[src/rtl/arithmetic_logic_unit_pkg.sv]
// -----------------------------------------------------------------------------
// arithmetic_logic_unit_pkg
// Shared definitions for the execute-stage ALU and the ALU control decoder.
// Holds the one opcode table used by both ends, the skid-buffer state encoding
// and a small helper that tells whether a control code is recognised.
// No ports: imported with "import arithmetic_logic_unit_pkg::*;".
// -----------------------------------------------------------------------------
package arithmetic_logic_unit_pkg;

   // ALU control codes emitted by the ALU control decoder
   localparam logic [3:0] ALU_AND = 4'b0000;
   localparam logic [3:0] ALU_OR  = 4'b0001;
   localparam logic [3:0] ALU_ADD = 4'b0010;
   localparam logic [3:0] ALU_SUB = 4'b0110;
   localparam logic [3:0] ALU_SLT = 4'b0111;
   localparam logic [3:0] ALU_NOR = 4'b1100;
   localparam logic [3:0] ALU_XOR = 4'b1101;

   // Occupancy of the output stage: main register M and skid register S
   typedef enum logic [1:0] {
      STATE_EMPTY = 2'd0,
      STATE_ONE   = 2'd1,
      STATE_FULL  = 2'd2
   } skid_state_e;

   // True for every control code the ALU implements
   function automatic logic is_legal_op(input logic [3:0] code);
      logic legal;
      legal = 1'b0;
      case (code)
         ALU_AND, ALU_OR, ALU_ADD, ALU_SUB,
         ALU_SLT, ALU_NOR, ALU_XOR: legal = 1'b1;
         default:                   legal = 1'b0;
      endcase
      return legal;
   endfunction

endpackage

[src/rtl/arithmetic_logic_unit_core.sv]
// -----------------------------------------------------------------------------
// arithmetic_logic_unit_core
// Purely combinational ALU datapath: computes the result and flags for one
// operation. No state; the enclosing stage registers the outputs.
// Ports:
//   alu_control_signal  in   4           operation code
//   operand_a           in   DATA_WIDTH  first operand (rs)
//   operand_b           in   DATA_WIDTH  second operand (rt / immediate)
//   result              out  DATA_WIDTH  operation result (0 for unknown codes)
//   zero                out  1           result == 0
//   overflow            out  1           signed overflow, ADD/SUB only
//   illegal             out  1           unrecognised control code
// -----------------------------------------------------------------------------
module arithmetic_logic_unit_core
   import arithmetic_logic_unit_pkg::*;
#(
   parameter int DATA_WIDTH = 32
) (
   input  logic [3:0]            alu_control_signal,
   input  logic [DATA_WIDTH-1:0] operand_a,
   input  logic [DATA_WIDTH-1:0] operand_b,
   output logic [DATA_WIDTH-1:0] result,
   output logic                  zero,
   output logic                  overflow,
   output logic                  illegal
);

   localparam int MSB = DATA_WIDTH - 1;

   logic [DATA_WIDTH-1:0] sum;
   logic [DATA_WIDTH-1:0] diff;
   logic                  add_overflow;
   logic                  sub_overflow;
   logic                  less_than;

   // Shared adder/subtractor and their signed-overflow detection. Overflow on
   // add happens when both operands share a sign the sum does not; on subtract
   // when the operand signs differ and the difference takes b's sign.
   always_comb begin
      sum          = operand_a + operand_b;
      diff         = operand_a - operand_b;
      add_overflow = (operand_a[MSB] == operand_b[MSB]) && (sum[MSB] != operand_a[MSB]);
      sub_overflow = (operand_a[MSB] != operand_b[MSB]) && (diff[MSB] != operand_a[MSB]);
      // The raw sign of a-b is wrong exactly when the subtraction overflowed
      less_than    = diff[MSB] ^ sub_overflow;
   end

   // Operation select. Zero is taken from the selected result so that SLT,
   // logic ops and unknown codes all report it consistently.
   always_comb begin
      result   = '0;
      overflow = 1'b0;
      illegal  = 1'b0;
      case (alu_control_signal)
         ALU_ADD: begin
            result   = sum;
            overflow = add_overflow;
         end
         ALU_SUB: begin
            result   = diff;
            overflow = sub_overflow;
         end
         ALU_AND: result = operand_a & operand_b;
         ALU_OR:  result = operand_a | operand_b;
         ALU_XOR: result = operand_a ^ operand_b;
         ALU_NOR: result = ~(operand_a | operand_b);
         ALU_SLT: result = {{(DATA_WIDTH-1){1'b0}}, less_than};
         default: illegal = ~is_legal_op(alu_control_signal);
      endcase
      zero = (result == '0);
   end

endmodule

[src/rtl/arithmetic_logic_unit.sv]
// -----------------------------------------------------------------------------
// arithmetic_logic_unit
// Execute-stage ALU with a registered valid/ready output stage. A main output
// register M and a skid register S let the stage absorb one extra operation
// when downstream stalls, so in_ready can stay a pure register. Latency is one
// cycle and full throughput is sustained while out_ready stays high.
// Ports:
//   clock               in   1           rising-edge clock
//   reset_n             in   1           asynchronous active-low reset
//   in_valid            in   1           operation offered this cycle
//   in_ready            out  1           stage can accept (registered)
//   alu_control_signal  in   4           operation code
//   operand_a           in   DATA_WIDTH  first operand
//   operand_b           in   DATA_WIDTH  second operand
//   out_valid           out  1           result available
//   out_ready           in   1           downstream accepts result
//   result              out  DATA_WIDTH  registered result
//   zero                out  1           result == 0
//   overflow            out  1           signed overflow (ADD/SUB)
//   illegal             out  1           unrecognised control code
// -----------------------------------------------------------------------------
module arithmetic_logic_unit
   import arithmetic_logic_unit_pkg::*;
#(
   parameter int DATA_WIDTH = 32
) (
   input  logic                  clock,
   input  logic                  reset_n,
   input  logic                  in_valid,
   output logic                  in_ready,
   input  logic [3:0]            alu_control_signal,
   input  logic [DATA_WIDTH-1:0] operand_a,
   input  logic [DATA_WIDTH-1:0] operand_b,
   output logic                  out_valid,
   input  logic                  out_ready,
   output logic [DATA_WIDTH-1:0] result,
   output logic                  zero,
   output logic                  overflow,
   output logic                  illegal
);

   skid_state_e state_q, state_d;

   logic [DATA_WIDTH-1:0] m_result_q, m_result_d;
   logic                  m_zero_q, m_zero_d;
   logic                  m_overflow_q, m_overflow_d;
   logic                  m_illegal_q, m_illegal_d;

   logic [DATA_WIDTH-1:0] s_result_q, s_result_d;
   logic                  s_zero_q, s_zero_d;
   logic                  s_overflow_q, s_overflow_d;
   logic                  s_illegal_q, s_illegal_d;

   logic                  in_ready_q, in_ready_d;

   logic [DATA_WIDTH-1:0] core_result;
   logic                  core_zero;
   logic                  core_overflow;
   logic                  core_illegal;

   logic                  accept;
   logic                  out_xfer;

   arithmetic_logic_unit_core #(
      .DATA_WIDTH (DATA_WIDTH)
   ) u_core (
      .alu_control_signal (alu_control_signal),
      .operand_a          (operand_a),
      .operand_b          (operand_b),
      .result             (core_result),
      .zero               (core_zero),
      .overflow           (core_overflow),
      .illegal            (core_illegal)
   );

   assign accept   = in_valid && in_ready_q;
   assign out_xfer = out_valid && out_ready;

   // State and payload registers. Reset empties both slots and clears the
   // visible payload, discarding anything that was buffered.
   always_ff @(posedge clock or negedge reset_n) begin
      if (!reset_n) begin
         state_q      <= STATE_EMPTY;
         in_ready_q   <= 1'b1;
         m_result_q   <= '0;
         m_zero_q     <= 1'b0;
         m_overflow_q <= 1'b0;
         m_illegal_q  <= 1'b0;
         s_result_q   <= '0;
         s_zero_q     <= 1'b0;
         s_overflow_q <= 1'b0;
         s_illegal_q  <= 1'b0;
      end else begin
         state_q      <= state_d;
         in_ready_q   <= in_ready_d;
         m_result_q   <= m_result_d;
         m_zero_q     <= m_zero_d;
         m_overflow_q <= m_overflow_d;
         m_illegal_q  <= m_illegal_d;
         s_result_q   <= s_result_d;
         s_zero_q     <= s_zero_d;
         s_overflow_q <= s_overflow_d;
         s_illegal_q  <= s_illegal_d;
      end
   end

   // Next-state logic for the occupancy FSM. in_ready for the next cycle is
   // derived from the next state, so it is registered and never looks at
   // out_ready combinationally.
   always_comb begin
      state_d = state_q;
      case (state_q)
         STATE_EMPTY: begin
            if (accept) state_d = STATE_ONE;
         end
         STATE_ONE: begin
            if (accept && !out_xfer)      state_d = STATE_FULL;
            else if (!accept && out_xfer) state_d = STATE_EMPTY;
         end
         STATE_FULL: begin
            if (out_xfer) state_d = STATE_ONE;
         end
         default: state_d = STATE_EMPTY;
      endcase
      in_ready_d = (state_d != STATE_FULL);
   end

   // Payload movement. M takes a fresh result when it is empty or is being
   // drained in the same cycle; otherwise a fresh result parks in S. When
   // FULL drains, S moves up into M so order is preserved. Slots only load on
   // a real accept, so undriven operands never reach the outputs.
   always_comb begin
      m_result_d   = m_result_q;
      m_zero_d     = m_zero_q;
      m_overflow_d = m_overflow_q;
      m_illegal_d  = m_illegal_q;
      s_result_d   = s_result_q;
      s_zero_d     = s_zero_q;
      s_overflow_d = s_overflow_q;
      s_illegal_d  = s_illegal_q;
      if (accept && ((state_q == STATE_EMPTY) || ((state_q == STATE_ONE) && out_xfer))) begin
         m_result_d   = core_result;
         m_zero_d     = core_zero;
         m_overflow_d = core_overflow;
         m_illegal_d  = core_illegal;
      end else if (accept && (state_q == STATE_ONE) && !out_xfer) begin
         s_result_d   = core_result;
         s_zero_d     = core_zero;
         s_overflow_d = core_overflow;
         s_illegal_d  = core_illegal;
      end else if ((state_q == STATE_FULL) && out_xfer) begin
         m_result_d   = s_result_q;
         m_zero_d     = s_zero_q;
         m_overflow_d = s_overflow_q;
         m_illegal_d  = s_illegal_q;
      end
   end

   // Outputs: valid follows occupancy directly, so an asynchronous reset
   // drops it at once; the payload always comes from M.
   always_comb begin
      out_valid = (state_q != STATE_EMPTY);
      in_ready  = in_ready_q;
      result    = m_result_q;
      zero      = m_zero_q;
      overflow  = m_overflow_q;
      illegal   = m_illegal_q;
   end

endmodule
[config.mk]
export PLATFORM = sky130hd
export DESIGN_NAME = arithmetic_logic_unit
export DESIGN_NICKNAME = d
export VERILOG_FILES = /design/src/rtl/arithmetic_logic_unit_pkg.sv /design/src/rtl/arithmetic_logic_unit_core.sv /design/src/rtl/arithmetic_logic_unit.sv
export SDC_FILE = /design/constraint.sdc
export NUM_CORES = 1
export LEC_CHECK = 0
export CORE_AREA = 2 2 196 198
export DETAILED_ROUTE_END_ITERATION = 12
export DIE_AREA = 0 0 198 200
export HOLD_SLACK_MARGIN = 0.05
export SYNTH_ARGS = -nofsm -noshare
export SYNTH_HDL_FRONTEND = slang
export SYNTH_SLANG_ARGS = --single-unit
[constraint.sdc]
create_clock -name clock -period 3.1 [get_ports clock]
set_clock_uncertainty 0.15 [all_clocks]
set_input_delay 0.465 -clock clock [delete_from_list [all_inputs] [get_ports clock]]
set_output_delay 0.465 -clock clock [all_outputs]
set_load 0.02 [all_outputs]
---- Word-level counts from Yosys, hierarchy flattened ----
Cells that the tools add are included.
word-level totals
  register bits after elaboration ......... 73
  bits in latches ......................... 0
  bits in writable memories ............... 0
  ROM bits ................................ 0
  bits of input ports ..................... 72
  output and inout port bits .............. 37
  logic and storage cells ................. 76
  memories ................................ 0
operators by class
  add/subtract/negate cells ............... 2
  multiply operators ...................... 0
  divide/modulo/power cells ............... 0
  $lt $le $gt $ge ......................... 0
  equality and inequality tests ........... 14
  shifts and indexed selects .............. 0
  mux-type cells .......................... 21
  bitwise gates (word level) .............. 7
  reductions and logical operators ........ 22
operator list
  operator            count
  $pmux 32 s7         1
  $mux 32             3
  $add 32x32->32      1
  $and 32x32->32      1
  $logic_not 32->1    1
  $not 32->32         1
  $or 32x32->32       1
  $sub 32x32->32      1
  $xor 32x32->32      1
  $logic_and 1x1->1   11
  $mux 1              11
  $eq 4x3->1 const B  2
  $eq 4x4->1 const B  2
  $mux 2              4
  $reduce_or 7->1     1
  $pmux 2 s3          1
  $eq 4x1->1 const B  1
  $eq 4x2->1 const B  1
  $logic_not 4->1     1
  $ne 2x2->1 const B  2
  $reduce_and 2->1    2
  $reduce_bool 2->1   2
  $ne 1x1->1          3
  $eq 2x1->1 const B  1
  8 further kinds     10

---- Depth between registers and ports, before layout ----
  depth after elaboration ................. 7
  mapped depth ............................ 24
  gate-level depth less buffers ........... 23

---- By module ----
A second synthesis with hierarchy kept.
unflattened totals
  cells, all modules ...................... 1,119
  area total of the unflattened synthesis .. 9,475.3 sq um
by module, submodules not included
  module                      times used  cells an instance  area an instance (sq um)  sequential area each (sq um)
  arithmetic_logic_unit_core  1           919                6,040.8                   0.0
  arithmetic_logic_unit       1           200                3,434.5                   1,828.0

---- Worst setup path after synthesis ----
OpenSTA, ideal clock, no wires.
  path kind ............................... input to register
  start point ............................. in operand_a[4]
  end point ............................... reg m_zero_q (netlist: zero)
  library setup time ...................... 67 ps
  arrival time ............................ 4,385 ps
  required time ........................... 2,883 ps
  path slack .............................. -1,502 ps
  stages .................................. 24
  buffers on the path ..................... 1
  cells stage by stage .................... inv_1 ha_1 buf_6 nor2_2 o211ai_2 a211oi_1 o21bai_1 o211ai_1 a21oi_1 o21bai_1 a21oi_1 nor2_1 nor2_1 fa_1 nand4_1 a21oi_1 a211o_1 nor3_1 nand4_1 nor4_1 nand4_1 nor4b_2 nand3_1 nand2_1
on the way
  cells in the longest elaborated chain, start to end .. 7
  elaborated cells between the ends (all ways) .. 12
  those cells by class .................... add/sub (2); eq/ne (1); mux (2); bitwise (5); reduce/logical (2)
ends and longest elaborated chain
  item                    RTL line                          text
  start: declaration      arithmetic_logic_unit.sv:32       input logic [DATA_WIDTH-1:0] operand_a,
  $sub 32x32->32          arithmetic_logic_unit_core.sv:41  diff = operand_a - operand_b;
  $ne 1x1->1              arithmetic_logic_unit_core.sv:43  sub_overflow = (operand_a[MSB] != operand_b[MSB]) && (diff[MSB] != operand_a[MSB]);
  $logic_and 1x1->1       arithmetic_logic_unit_core.sv:43
  $xor 1x1->1             arithmetic_logic_unit_core.sv:45  less_than = diff[MSB] ^ sub_overflow;
  $pmux 32 s7 *           arithmetic_logic_unit_core.sv:54  case (alu_control_signal)
  $logic_not 32->1 *      arithmetic_logic_unit_core.sv:70  zero = (result == '0);
  $mux 1 *                arithmetic_logic_unit.sv:141      if (accept && ((state_q == STATE_EMPTY) || ((state_q == STATE_ONE) && out_xfer))) begin
  end signal: assignment  arithmetic_logic_unit.sv:97       m_zero_q <= m_zero_d;
  end: declaration        arithmetic_logic_unit.sv:45       logic m_zero_q, m_zero_d;
Mark *: on every way between the ends. The rest lies on a longest branch, timed or not.
A chain may end at the register's enable or synchronous reset.

---- Worst setup path after layout ----
  start point ............................. in operand_b[17]
  end point ............................... reg m_zero_q (netlist: zero)
on the way
  cells in the longest elaborated chain, start to end .. 7
  elaborated cells between the ends (all ways) .. 12
  those cells by class .................... add/sub (2); eq/ne (1); mux (2); bitwise (5); reduce/logical (2)
ends and longest elaborated chain
  item                RTL line                          text
  start: declaration  arithmetic_logic_unit.sv:33       input logic [DATA_WIDTH-1:0] operand_b,
  $sub 32x32->32      arithmetic_logic_unit_core.sv:41
  $ne 1x1->1          arithmetic_logic_unit_core.sv:43
  $logic_and 1x1->1   arithmetic_logic_unit_core.sv:43
  $xor 1x1->1         arithmetic_logic_unit_core.sv:45
  $pmux 32 s7 *       arithmetic_logic_unit_core.sv:54
  $logic_not 32->1 *  arithmetic_logic_unit_core.sv:70
  $mux 1 *            arithmetic_logic_unit.sv:141
Marked as above.

==> impl_metrics.csv <==
group,metric,value,unit
critical_path,rr_endpoint,"result[13]",
cells_and_area,final_nets,1994,
pwr,p_per_area,409,nW/um2
yosys,ys_ff_latch,73,
clock_network,htreeDepth,3,
critical_path,cp_max_fo,3,
cells_and_area,area_delta_synth_final,76.3,%
timing,clock.fmax,229,MHz
pwr,p_total,6.70,mW
critical_path,endpoint_kind,"flop",
yosys,yosysTopAreaCell,"dfrtp_1",
outcome,violations,"setup timing",
yosys,syn_avg_cell_area,7.27,um2
yosys,synthArstFlopShare,100,%
cells_and_area,final_common_cell,"buf_4",
timing,fin_setup_tns,-10.75,ns
critical_path,r2r_slack,1.01,ns
clock_network,cts_tree,"yes",
critical_path,worstRegToRegCells,6,
placed_design,routabilityCongestion,0.976,
timing,slew_violations,0,
routing,routed_wl,43900,um
timing,slew_headroom,43.7,%
cells_and_area,multiInputGateArea,8100,um2
pwr,leakage,7.43,nW
yosys,synth_nets,1460,
clock_network,clk_latency,0.32,ns
global_route,grt_max_degree,59,
floorplanning,coreArea,37400,um2
timing,rsz0062_at_grt,"true",
yosys,yosysWarnings,0,
floorplanning,io_pins,109,
pwr,vdd_drop_max,0.000302,V
routing,ant_nets,0,
routing,drc,0,
yosys,synth_top_area_share,19.4,%
floorplanning,fp.dieH,200,um
cells_and_area,antenna_cells,0,
critical_path,arrival,4.49,ns
floorplanning,rows,71,
yosys,yosys-top-cells-area,"dfrtp_1 19%, ha_1 14%, nand2_1 6.9%",
min_path,holdPathEnd,"s_result_q[19]",
min_path,whs_path_depth,2,
critical_path,start_kind,"input pin",
outcome,status,"complete, but fails checks",
min_path,hold_path.class,"reg -> reg",
global_route,grt_first_pass_wirelength,66600,um
yosys,syn_inst,1280,
yosys,synth-edff-count,0,
placed_design,port_buffers,108,
clock_network,cts-root-buf,"clkbuf_16",
critical_path,path_class,"in -> reg",
cells_and_area,final.fill_count,3707,
global_route,antenna_found_initial,0,
routing,via_count,12100,
clock_network,clock_path_buffers,2,
timing,setup_viol,29,
timing,fin_ws,-1.27,ns
clock_network,cts_sinks,73,
floorplanning,initial_core_util,24.9,%
yosys,syn-cell-area,9310,um2
timing,hold_viol_final,0,
yosys,synth-main-ff-cell,"dfrtp_1",
timing,tightest_slew,0.841,ns
cells_and_area,final_cell_mix,"440 x buf_4, 166 x nand2_1, 88 x nor2_1, 84 x a21oi_1, 72 x dfrtp_1",
timing,fin_crit,4.37,ns
run,cap_violations,0,
floorplanning,die-area,39600,um2
clock_network,cts.clk_slew.worst_paths,0.06,ns
cells_and_area,final_util,43.9,%
routing,wl_per_cell,18.8,um
global_route,grt_pass1_vias,11900,
cells_and_area,final_layout_size_suffix_gt1_share,44.5,%
floorplanning,dieWidth,198,um
global_route,grt_usage,21.7,%
clock_network,cts_buffers,9,
global_route,grt_overflow,0,
routing,drtPass1Iterations,5,
routing,vias_per_cell,5.17,
timing,fin_crit_sh,141,%
critical_path,timing.rr.start,"in_ready",
cells_and_area,seqCellArea,1830,um2
yosys,seq_area_frac_synth,19.6,%
placed_design,dpl.hpwl,35000,um
routing,drt-initial-drc-count,877,
min_path,hp-start,"s_result_q[19]",
critical_path,required,3.21,ns
yosys,ys_types,90,
==> Yosys cell counts, types with 9 or more instances <==
library cell / instances
nor2b_1: 15
nor3_1: 27
a221oi_1: 14
nand2_1: 172
inv_1: 111
o21bai_1: 13
o31ai_1: 20
a211oi_1: 20
nor4_1: 9
nor2_1: 101
a31oi_1: 19
a21oi_1: 110
clkbuf_1: 51
a22oi_1: 22
nand4_1: 14
buf_2: 27
ha_1: 105
a21o_1: 12
o211ai_1: 12
or2_2: 10
nand3_1: 24
o22ai_1: 15
a222oi_1: 9
and3_1: 16
and2_1: 10
dfrtp_1: 72
mux2i_1: 10
o21ai_0: 84
==> timing repair <==
| item | 4_1_cts | 5_1_grt |
|---|---|---|
| hold buffers | 1 | 0 |
| setup buffers | 46 | 30 |
| endpoints found under the setup margin | 60 | 48 |
| hold endpoints to repair | 22 | 0 |
| pin swaps | 78 | 50 |
| gates resized for setup | 364 | 140 |
==> through the flow <==
stage / setup WS [ns] / area (um2) / std cells / hold WS [ns]
after floorplan: -1.27 / 9460 / 1280 / 0.0194
after global routing: -1.48 / 16400 / 2330 / 0.347
final: -1.27 / 16400 / 2330 / 0.322
after detailed placement: -2.12 / 14200 / 2261 / 0.312
after global placement: -2.07 / 14200 / 2261 / 0.306
after CTS: -1.22 / 15800 / 2312 / 0.327
==> flip-flops by register name, indices dropped and copies added, names as in the netlist <==
register	flops
result	32
s_illegal_q	1
overflow	1
zero	1
s_zero_q	1
state_q	2
s_overflow_q	1
s_result_q	32
in_ready	1
illegal	1
==> final cells by class <==
class	count	share of cell area, %
clock buffers	11	1.54
multi-input cells	1012	49.4
well taps	511	3.90
repair buffers	607	30.8
clock inverters	5	0.473
flip-flops and latches	73	11.1
inverters	111	2.76
==> layer usage <==
metal	routed length [um]	track usage, %	vias up
met5	0	0	-
met4	1420	7.74	0
met3	2660	3.04	74
met2	20800	37.0	459
met1	19000	28.1	5798
li1	-	-	5722
==> worst max-delay path by stage <==
stage / from / end / slack (ns) / cells after the start
2_1_floorplan: operand_a[2] / s_zero_q / -1.27 / 23
3_3_place_gp: operand_a[17] / zero / -2.07 / 24
3_5_place_dp: operand_a[2] / s_zero_q / -2.12 / 25
4_1_cts: operand_b[18] / zero / -1.22 / 24
5_1_grt: operand_b[17] / zero / -1.48 / 23
6_report: operand_b[17] / zero / -1.27 / 23
==> logic make-up after synthesis <==
kind of cell	after synthesis	synth area share (%)
AND/OR/NAND/NOR	440	22.3
multiplexers	10	1.08
flip-flops	73	19.6
adder cells (fa/ha/maj)	108	14.8
AO/OA/AOI/OAI	448	33.3
XOR/XNOR	6	0.565
buffers and inverters	195	8.39
==> where the power goes <==
group	internal, mW	switching, mW	total (mW)
Sequential	1.37	0.252	1.62
Combinational	1.88	2.07	3.96
Clock	0.745	0.379	1.12
Total	4.00	2.70	6.70
==> worst max-delay path, cell delays in order <==
cell	delay, ns
buf_8	0.10
inv_6	0.05
ha_4	0.19
or2_4	0.26
or3_4	0.42
nor2_4	0.14
nand2_1	0.07
o211ai_1	0.34
a21oi_1	0.12
o21bai_1	0.18
a21oi_1	0.09
nor2_1	0.10
nor2_1	0.06
fa_2	0.56
nor2_4	0.04
a221oi_2	0.16
o221ai_1	0.14
a311o_1	0.31
nor2_1	0.11
nand4_1	0.14
a2111oi_4	0.24
nand3_1	0.12
nand2_1	0.08
Power figures use the tool's default switching activity.
